==> config.mk <==
export PLATFORM = sky130hd
export DESIGN_NAME = grf_hazard_scoreboard
export DESIGN_NICKNAME = d
export VERILOG_FILES = /design/src/rtl/grf_hazard_scoreboard.sv
export SDC_FILE = /design/constraint.sdc
export NUM_CORES = 1
export LEC_CHECK = 0
export ABC_AREA = 0
export BUFFER_PORTS_ARGS = -buffer_cell sky130_fd_sc_hd__buf_2
export CORE_MARGIN = 10
export CORE_UTILIZATION = 40
export CTS_CLUSTER_SIZE = 25
export DETAILED_ROUTE_END_ITERATION = 7
export GPL_ROUTABILITY_DRIVEN = 0
export PLACE_DENSITY = 0.64
export SKIP_LAST_GASP = 1
export SLEW_MARGIN = 20
export SYNTH_ARGS = -nofsm -noshare
export SYNTH_HDL_FRONTEND = slang
export SYNTH_SLANG_ARGS = --single-unit
==> constraint.sdc <==
create_clock -name clk -period 2.9 [get_ports clk]
set_input_delay 0.29 -clock clk [delete_from_list [all_inputs] [get_ports clk]]
set_output_delay 0.29 -clock clk [all_outputs]
set_load 0.01 [all_outputs]
==> src/rtl/grf_hazard_scoreboard.sv <==
// GRF hazard controller: tracks pending writes held in E and M and decides,
// for the instruction in D, whether to stall and where each operand comes from.
module grf_hazard_scoreboard #(
  parameter int TW    = 2,
  parameter int CNT_W = 16
) (
  input  logic             clk,
  input  logic             reset,
  input  logic             d_valid,
  input  logic [4:0]       d_rs,
  input  logic [4:0]       d_rt,
  input  logic [TW-1:0]    d_tuse_rs,
  input  logic [TW-1:0]    d_tuse_rt,
  input  logic [4:0]       d_a3,
  input  logic [TW-1:0]    d_tnew,
  input  logic             flush,
  output logic             stall,
  output logic [1:0]       fwd_rs_sel,
  output logic [1:0]       fwd_rt_sel,
  output logic [CNT_W-1:0] stall_cnt
);
  localparam logic [TW-1:0]    UNUSED   = '1;
  localparam logic [TW-1:0]    TW_ONE   = {{(TW-1){1'b0}}, 1'b1};
  localparam logic [CNT_W-1:0] CNT_ONE  = {{(CNT_W-1){1'b0}}, 1'b1};

  logic          ev_reg, mv_reg;
  logic [4:0]    ea3_reg, ma3_reg;
  logic [TW-1:0] etnew_reg, mtnew_reg;
  logic [CNT_W-1:0] cnt_reg;

  logic [4:0]    op_reg  [2];
  logic [TW-1:0] op_tuse [2];
  logic [1:0]    hz;
  logic [3:0]    sel_flat;
  logic          insert;

  assign op_reg[0]  = d_rs;
  assign op_reg[1]  = d_rt;
  assign op_tuse[0] = d_tuse_rs;
  assign op_tuse[1] = d_tuse_rt;

  for (genvar gi = 0; gi < 2; gi++) begin : g_op
    logic       used, match_e, match_m;
    logic [1:0] sel;
    assign used    = (op_tuse[gi] != UNUSED);
    assign match_e = ev_reg && (ea3_reg == op_reg[gi]) && (op_reg[gi] != 5'd0);
    assign match_m = mv_reg && (ma3_reg == op_reg[gi]) && (op_reg[gi] != 5'd0);
    assign hz[gi]  = used && ((match_e && (etnew_reg > op_tuse[gi])) ||
                              (match_m && (mtnew_reg > op_tuse[gi])));
    // E is the younger writer, so it shadows any M match on the same register.
    always_comb begin
      sel = 2'd0;
      if (used) begin
        if (match_e)      sel = (etnew_reg == '0) ? 2'd1 : 2'd3;
        else if (match_m) sel = (mtnew_reg == '0) ? 2'd2 : 2'd3;
      end
    end
    assign sel_flat[gi*2 +: 2] = sel;
  end

  assign stall      = d_valid && (|hz);
  assign fwd_rs_sel = sel_flat[1:0];
  assign fwd_rt_sel = sel_flat[3:2];
  assign stall_cnt  = cnt_reg;
  assign insert     = !flush && !stall && d_valid && (d_a3 != 5'd0);

  always_ff @(posedge clk or negedge reset) begin
    if (!reset) begin
      ev_reg    <= 1'b0;
      ea3_reg   <= '0;
      etnew_reg <= '0;
      mv_reg    <= 1'b0;
      ma3_reg   <= '0;
      mtnew_reg <= '0;
      cnt_reg   <= '0;
    end else begin
      mv_reg    <= ev_reg;
      ma3_reg   <= ea3_reg;
      mtnew_reg <= (etnew_reg == '0) ? '0 : etnew_reg - TW_ONE;
      if (insert) begin
        ev_reg    <= 1'b1;
        ea3_reg   <= d_a3;
        etnew_reg <= d_tnew;
      end else begin
        ev_reg    <= 1'b0;
        ea3_reg   <= '0;
        etnew_reg <= '0;
      end
      if (stall && (cnt_reg != '1)) cnt_reg <= cnt_reg + CNT_ONE;
    end
  end
endmodule

Word level (Yosys, flattened, before mapping) --
Cells that the tools add are included.
Storage, ports and cells: register bits after elaboration 32, logic and storage cells 61
Operators by class: add/sub/neg operators 2, $lt $le $gt $ge 4, eq/ne operators 7, multiplexer cells 12, reductions and logical operators 29
Operators by type and width (count):
- $eq A5 B5 Y1 | 4
- $logic_and A1 B1 Y1 | 19
- $mux W2 | 9
- $add A16 B1 Y16 const B | 1
- $ne A16 B16 Y1 const B | 1
- $reduce_bool A5 Y1 | 3
- $gt A2 B2 Y1 | 4
- $mux W5 | 1
- $logic_not A2 Y1 | 2
- $ne A2 B2 Y1 const B | 2
- $logic_not A1 Y1 | 2
- $logic_or A1 B1 Y1 | 2
- $mux W1 | 2
- $reduce_or A2 Y1 | 1
- $sub A2 B1 Y2 const B | 1

Longest topological paths before layout --
Gate-level depths: netlist of run 1.
depth after elaboration 13, mapped depth 10, gate-level depth less buffers 8

Worst setup path before layout of run 1 --
Ideal clock, no wire load.
path kind input to output, from input port d_rs[1], to output port stall, arrival 2.049 ns, setup slack 0.561 ns, cell stages on the path 7, path through or4_1 nor2_2 nor4_1 or4_1 buf_6 buf_2 and2_1
On the way: word-level cells in the longest chain between the ends 8, elaborated cells between the ends (all ways) 13
RTL lines:
- start: declaration | RTL line 10 | input logic [4:0] d_rs,
- $eq A5 B5 Y1 (on tied branches) | RTL line 46, 47
- $logic_and A1 B1 Y1 (on tied branches) (2 in a row) | RTL line 46, 47
- $logic_and A1 B1 Y1 (on tied branches) | RTL line 48, 49
- $logic_or A1 B1 Y1 (*) | RTL line 48 | assign hz[gi] = used && ((match_e && (etnew_reg > op_tuse[gi])) ||
- $logic_and A1 B1 Y1 (*) | RTL line 48
- $reduce_or A2 Y1 (*) | RTL line 61 | assign stall = d_valid && (|hz);
- $logic_and A1 B1 Y1 (*) | RTL line 61
- end: declaration | RTL line 17 | output logic stall,
Every way passes the cells marked *; elsewhere a longest branch is shown, timed or not.

Final worst setup path of run 1 --
from register etnew_reg[1], to output port stall
On the way: word-level cells in the longest chain between the ends 6, elaborated cells between the ends (all ways) 10
RTL lines:
- start: declaration | RTL line 28 | logic [TW-1:0] etnew_reg, mtnew_reg;
- start signal: assignment | RTL line 83 | etnew_reg <= d_tnew;
- $gt A2 B2 Y1 | RTL line 48
- $logic_and A1 B1 Y1 | RTL line 48
- $logic_or A1 B1 Y1 | RTL line 48
- $logic_and A1 B1 Y1 | RTL line 48
- $reduce_or A2 Y1 (*) | RTL line 61
- $logic_and A1 B1 Y1 (*) | RTL line 61
Marks and branches as above.

==> flow_summary_export.csv, run 1 <==
group,metric,value,unit
run_status,status,"finished clean",
logic_synthesis,ys_ff_latch,32,
cts,numCtsBuffers,5,
grt,grt-ovfl-total,0,
worst_setup_path,cp_data_required_time,2.61,ns
cells_and_area,antenna_cells,0,
logic_synthesis,ys.flop_type,"dfrtp_1",
grt,grt_pass1_vias,1562,
sta,finalCriticalPeriod,2.744,ns
place,numPortBuffers,45,
power,powerDensity,422.0,nW/um^2
place,dp.final_hpwl,3216,um
worst_setup_path,critPathLaunchType,"register",
floorplanning,io_pins,46,
logic_synthesis,synth_edf_count,0,
sta,finalCritPeriodShare,94.62,%
sta,hold_violations,0,
sta,tightest_slew,0.6894,ns
logic_synthesis,yosysSeqAreaShare,43.48,%
sta,fin_skew,0.005375,ns
cells_and_area,finalNetCount,268,
cts,clkTransAtPathRegs,0.06,ns
logic_synthesis,synth_warnings,0,
worst_setup_path,crit_fanout,18,
min_path,hp-class,"in -> async",
drt,first_iter_violations,49,
drt,dr_wl_met2,1860,um
drt,ant_nets,0,
cells_and_area,seq_area,800.8,sq um
drt,highest_layer,"met4",
logic_synthesis,synthesis.nets,219,
power,leakagePower,1.013,nW
sta,tns,0,ns
floorplanning,start_util,41.72,%
sta,grt_setup_unrepaired,"false",
grt,antenna_found_initial,0,
cts,cts-root-buf,"clkbuf_8",
floorplanning,die_h,87.86,um
sta,fmax,364.4,MHz
floorplanning,die_area,7719,sq um
drt,routedWlPerCell,14.39,um
cells_and_area,layout-drive-gt1-share,25.64,%
cts,cts.htree.levels,2,
floorplanning,rows,24,
logic_synthesis,syn_inst,185,
sta,report.final.slew_viol_count,0,
cells_and_area,final_cell_mix,"buf_2, xnor2_1, dfrtp_1",
cts,postCtsHoldBufs,0,
place,dpl.cell_count,279,
cells_and_area,area_growth,20.79,%
drt,routed-wl-met3,400,um
cells_and_area,multiInputGateArea,1002,sq um
cts,cts_buffer_depth,2,
logic_synthesis,yosysUniqueCellTypes,30,
logic_synthesis,syn_area,1842,sq um
power,vdd_drop_max,278.8,uV
worst_setup_path,cp.arrival,2.45,ns
cts,cts_tree,"yes",
logic_synthesis,async_flop_share,100.0,%
drt,drt_wl_total,4115,um
grt,grt_usage,11.44,%
cts,worstSkewPairLatency,0.28,ns
cts,cts-resized-gates,0,
floorplanning,core-area,4414,sq um
floorplanning,die_x,87.86,um
drt,route.detailed.drc,0,
drt,drt-met1-wl,1787,um
cts,post_cts_buffers,0,
cts,clock_sinks,32,
sta,setup-violations-final,0,
sta,slew_headroom,54.04,%
drt,via_per_inst,5.150,
worst_setup_path,criticalPathCategory,"reg -> out",
drt,num_vias,1473,
logic_synthesis,syn_avg_cell_area,9.955,sq um
cells_and_area,final_common_cell,"buf_2",
cells_and_area,final_cell_count_no_fill,286,
grt,grt_max_degree,33,
cells_and_area,fill_cells,430,
worst_setup_path,end_kind,"output port",
cells_and_area,largest_reg_flops,16,
drt,first_pass_iters,4,
job,maxCapViolations,0,
grt,grt_pass1_wl,7079,um
==> final timing paths <==
path                                              from                         to  slack, ns  cells past startpoint
worst min-delay path                             reset  stall_cnt[15]$_DFFE_PN0P_       0.05                      1
worst min register to register        ev_reg$_DFF_PN0_           mv_reg$_DFF_PN0_       0.42                      0
worst max register to register  etnew_reg[1]$_DFF_PN0_   stall_cnt[1]$_DFFE_PN0P_       0.42                      8
worst max-delay path            etnew_reg[1]$_DFF_PN0_                      stall       0.16                      8
max in group asynchronous                        reset       ma3_reg[3]$_DFF_PN0_       2.40                      1
min in group clk                             d_tnew[0]     etnew_reg[0]$_DFF_PN0_       0.22                      2
==> layer usage <==
layer  GRT usage (%)  vias to the layer above
li1                -                      743
met1           13.35                      681
met2           18.19                       44
met3           4.921                        5
met4           4.348                        0
met5               0                        -
==> area by class of cell <==
class | instances | area share, %
clock buffer | 7 | 4.331
inverter | 4 | 0.6749
multi-input combinational | 145 | 45.05
sequential | 32 | 36.00
tap | 52 | 2.925
timing repair buffer | 46 | 11.02
==> stage by stage <==
stage	hold WS (ns)	cell area [sq um]	utilization, %	power, mW	setup slack [ns]
finish	0.05164	2225	50.40	0.9387	0.1559
CTS	0.07141	2225	50.40	0.9556	0.1076
global route	0.1040	2225	50.40	0.9918	0.01014
detailed placement	0.3727	2128	48.21	0.5874	0.3190
global placement	0.3753	2128	48.21	0.5861	0.3657
floorplan	-0.005591	1842	-	0.5359	0.5614
==> critical path: stages (launching register included) <==
cell,delay (ns)
dfrtp_1,0.42
ha_1,0.30
nor2b_1,0.13
o211ai_1,0.18
nor4_1,0.08
or4_1,0.59
buf_12,0.19
and2_1,0.15
buf_2,0.13
==> cell families (layout without fill, tap and decap cells) <==
kind of cell               count (synthesis)  after routing  synth area share, %
AOI/OAI and AO/OA                         11             11                3.736
xor gates and xnor gates                  34             34                16.17
adders and majority gates                  9              9                6.114
buffers and inverters                      8             57                2.106
DFF                                       32             32                43.48
muxes                                      2              2                1.223
and+or+nand+nor                           89             89                27.17
==> Yosys cell counts, drive strengths merged (3+ instances only) <==
cell   count  area, sq um
a21oi      3        15.01
and2       9        56.30
and3       3        18.77
dfrtp     32        800.8
ha         9        112.6
inv        4        15.01
nand2     18        67.56
nand3      8        40.04
nand4     12        75.07
nor2      11        46.29
nor2b      5        31.28
nor3       9        45.04
nor4       4        25.02
o21ai      3        15.01
or4        4        30.03
xnor2     34        297.8
==> report_power, final <==
group          total [mW]  internal [mW]  switching [mW]  leakage [nW]
combinational       0.106         0.0509          0.0548         0.525
sequential          0.471          0.458          0.0125         0.438
clock               0.362          0.211           0.151        0.0503
total               0.939          0.720           0.218          1.01
Power figures use the tool's default switching activity.
==> run 2: changes to the inputs <==
--- a/config.mk
+++ b/config.mk
@@ -5,14 +5,16 @@
 export SDC_FILE = /design/constraint.sdc
 export NUM_CORES = 1
 export LEC_CHECK = 0
-export ABC_AREA = 0
+export ABC_AREA = 1
 export BUFFER_PORTS_ARGS = -buffer_cell sky130_fd_sc_hd__buf_2
+export CORE_ASPECT_RATIO = 1.2
 export CORE_MARGIN = 10
 export CORE_UTILIZATION = 40
 export CTS_CLUSTER_SIZE = 25
 export DETAILED_ROUTE_END_ITERATION = 7
 export GPL_ROUTABILITY_DRIVEN = 0
-export PLACE_DENSITY = 0.64
+export PLACE_DENSITY = 0.62
+export SKIP_CTS_REPAIR_TIMING = 1
 export SKIP_LAST_GASP = 1
 export SLEW_MARGIN = 20
 export SYNTH_ARGS = -nofsm -noshare
==> flow_summary_export.csv, run 2 <==
group,metric,value,unit
cells_and_area,fin_util,48.42,%
sta,tightest_slew,0.6881,ns
logic_synthesis,synth_edf_count,0,
floorplanning,core-area,5298,sq um
logic_synthesis,async_flop_share,100.0,%
sta,tns,0,ns
logic_synthesis,synth_most_common_cell,"nand2_1",
power,pwr-share-seq,49.2,%
grt,antenna_found_initial,0,
cells_and_area,finalNetCount,394,
floorplanning,start_util,41.43,%
sta,worst_hold_slack,0.04393,ns
grt,grt_max_degree,33,
worst_setup_path,crit_fanout,18,
logic_synthesis,synth_warnings,0,
logic_synthesis,yosysSeqAreaShare,36.49,%
power,clkPwrFrac,38.5,%
cts,worstSkewPairLatency,0.28,ns
grt,grt_pass1_vias,2106,
cells_and_area,largest_reg_flops,16,
logic_synthesis,yosysTopAreaCell,"dfrtp_1",
cells_and_area,layout-drive-gt1-share,17.78,%
cells_and_area,multiInputGateArea,1189,sq um
sta,report.final.slew_viol_count,0,
run_status,status,"finished clean",
place,numPortBuffers,45,
floorplanning,die_area,8861,sq um
sta,fin_skew,0.003109,ns
cells_and_area,seq_area,800.8,sq um
floorplanning,die_x,87.62,um
sta,finalCritPeriodShare,79.16,%
drt,via_per_inst,4.818,
cells_and_area,fill_cells,563,
drt,num_vias,2033,
worst_setup_path,end_kind,"output port",
sta,grt_setup_unrepaired,"false",
power,internal_power,0.7136,mW
cts,cts-root-buf,"clkbuf_8",
floorplanning,rows,29,
logic_synthesis,synth_common_cells,"nand2_1, inv_1, nor2_1, dfrtp_1, nand4_1",
cts,numCtsBuffers,5,
worst_setup_path,critPathLaunchType,"register",
worst_setup_path,crit_chain,"ha_1 > a21oi_1 > a21oi_1 > nand3_1 > nand2_1 > nand2_2 > nand2_4 > inv_1 > nor2_1 > buf_2",
job,maxCapViolations,0,
logic_synthesis,ys_ff_latch,32,
power,powerDensity,373.4,nW/um^2
cells_and_area,final_common_cell,"nand2_1",
grt,grt_pass1_wl,9342,um
cts,clkTransAtPathRegs,0.06,ns
floorplanning,die_h,101.1,um
sta,fmax,435.6,MHz
grt,grt_usage,12.95,%
cells_and_area,final_cell_mix,"nand2_1, inv_1, buf_2",
cts,clock_sinks,32,
worst_setup_path,cp_data_required_time,2.61,ns
cts,cts.htree.levels,2,
drt,route.detailed.drc,0,
worst_setup_path,slowest_stage,"dfrtp_1",
logic_synthesis,synth_top_area_share,36.49,%
worst_setup_path,cp.arrival,2.01,ns
drt,ant_nets,0,
sta,hold_violations,0,
floorplanning,io_pins,46,
power,p_switching,0.2440,mW
grt,grt-ovfl-total,0,
cells_and_area,area_growth,16.88,%
power,p_comb_share,12.3,%
sta,slew_headroom,54.12,%
power,sw_frac_of_total,25.48,%
logic_synthesis,syn_inst,313,
logic_synthesis,syn_area,2195,sq um
drt,routedWlPerCell,12.99,um
sta,finalCriticalPeriod,2.296,ns
drt,drt_wl_total,5480,um
logic_synthesis,syn_avg_cell_area,7.012,sq um
power,leakagePower,1.470,nW
drt,first_iter_violations,40,
worst_setup_path,criticalPathCategory,"reg -> out",
worst_setup_path,rrSetupSlack,0.95,ns
cts,cts_buffer_depth,2,
logic_synthesis,synthesis.nets,347,
sta,setup-violations-final,0,
place,dp.final_hpwl,4318,um
worst_setup_path,slowest_delay,0.45,ns
cells_and_area,antenna_cells,0,
worst_setup_path,cp_common_cell,"a21oi_1",
power,vdd_drop_max,339.2,uV
logic_synthesis,yosysUniqueCellTypes,25,
cts,cts_tree,"yes",
logic_synthesis,ys_top_cells_by_area,"dfrtp_1, nand2_1, inv_1, nor2_1, nand4_1",
logic_synthesis,ys.flop_type,"dfrtp_1",
min_path,hp-class,"in -> async",
drt,first_pass_iters,4,
[run 2: logic make-up after synthesis]
group / Yosys count / share of synthesized area, %
adder cells (fa/ha/maj): 9 / 5.131
flip-flops: 32 / 36.49
AO/OA/AOI/OAI: 14 / 3.193
AND/OR/NAND/NOR: 189 / 39.05
XOR/XNOR: 17 / 6.784
buffers and inverters: 52 / 9.350
[run 2: final cells by class]
class / instances / area share [%]
clock buffers: 7 / 3.756
inverters: 47 / 6.878
flip-flops and latches: 32 / 31.22
multi-input cells: 229 / 46.34
well taps: 62 / 3.024
repair buffers: 45 / 8.780
[run 2: worst max-delay path: cells and delay by family (launching register included)]
kind,cells,cell delay (ns)
AO/OA/AOI/OAI,2,0.20
flip-flops,1,0.45
AND/OR/NAND/NOR,5,0.51
buffers and inverters,2,0.24
adder cells (fa/ha/maj),1,0.33
[run 2: layer usage]
metal	routed length (um)	track usage (%)
met1	2357	14.95
met2	2688	21.92
met3	333	3.855
met4	101	4.914
met5	0	0
[run 2: worst paths after layout]
path,cells after the start,to,from
setup / recovery,10,stall,etnew_reg[1]$_DFF_PN0_
hold / removal,1,stall_cnt[4]$_DFFE_PN0P_,reset
setup reg to reg,9,stall_cnt[9]$_DFFE_PN0P_,stall_cnt[0]$_DFFE_PN0P_
hold reg to reg,0,mv_reg$_DFF_PN0_,ev_reg$_DFF_PN0_
max in group asynchronous,1,stall_cnt[9]$_DFFE_PN0P_,reset
min in group clk,3,etnew_reg[0]$_DFF_PN0_,d_tnew[0]
[run 2: through the flow]
step           power, mW  cells  instance area [sq um]  setup slack [ns]
2_1_floorplan     0.5463    313                   2195             1.204
3_3_place_gp      0.5965    415                   2469            0.9275
3_5_place_dp      0.5996    415                   2469            0.8876
4_1_cts           0.9760    422                   2565            0.5723
5_1_grt            1.015    422                   2565            0.4087
6_report          0.9577    422                   2565            0.6043
[run 2: power groups by stage]
stage / clock, mW / sequential [mW] / combinational, mW
2_1_floorplan: 0 / 0.477 / 0.0693
3_3_place_gp: 0 / 0.479 / 0.118
3_5_place_dp: 0 / 0.479 / 0.120
4_1_cts: 0.384 / 0.471 / 0.121
5_1_grt: 0.403 / 0.473 / 0.139
6_report: 0.369 / 0.471 / 0.118
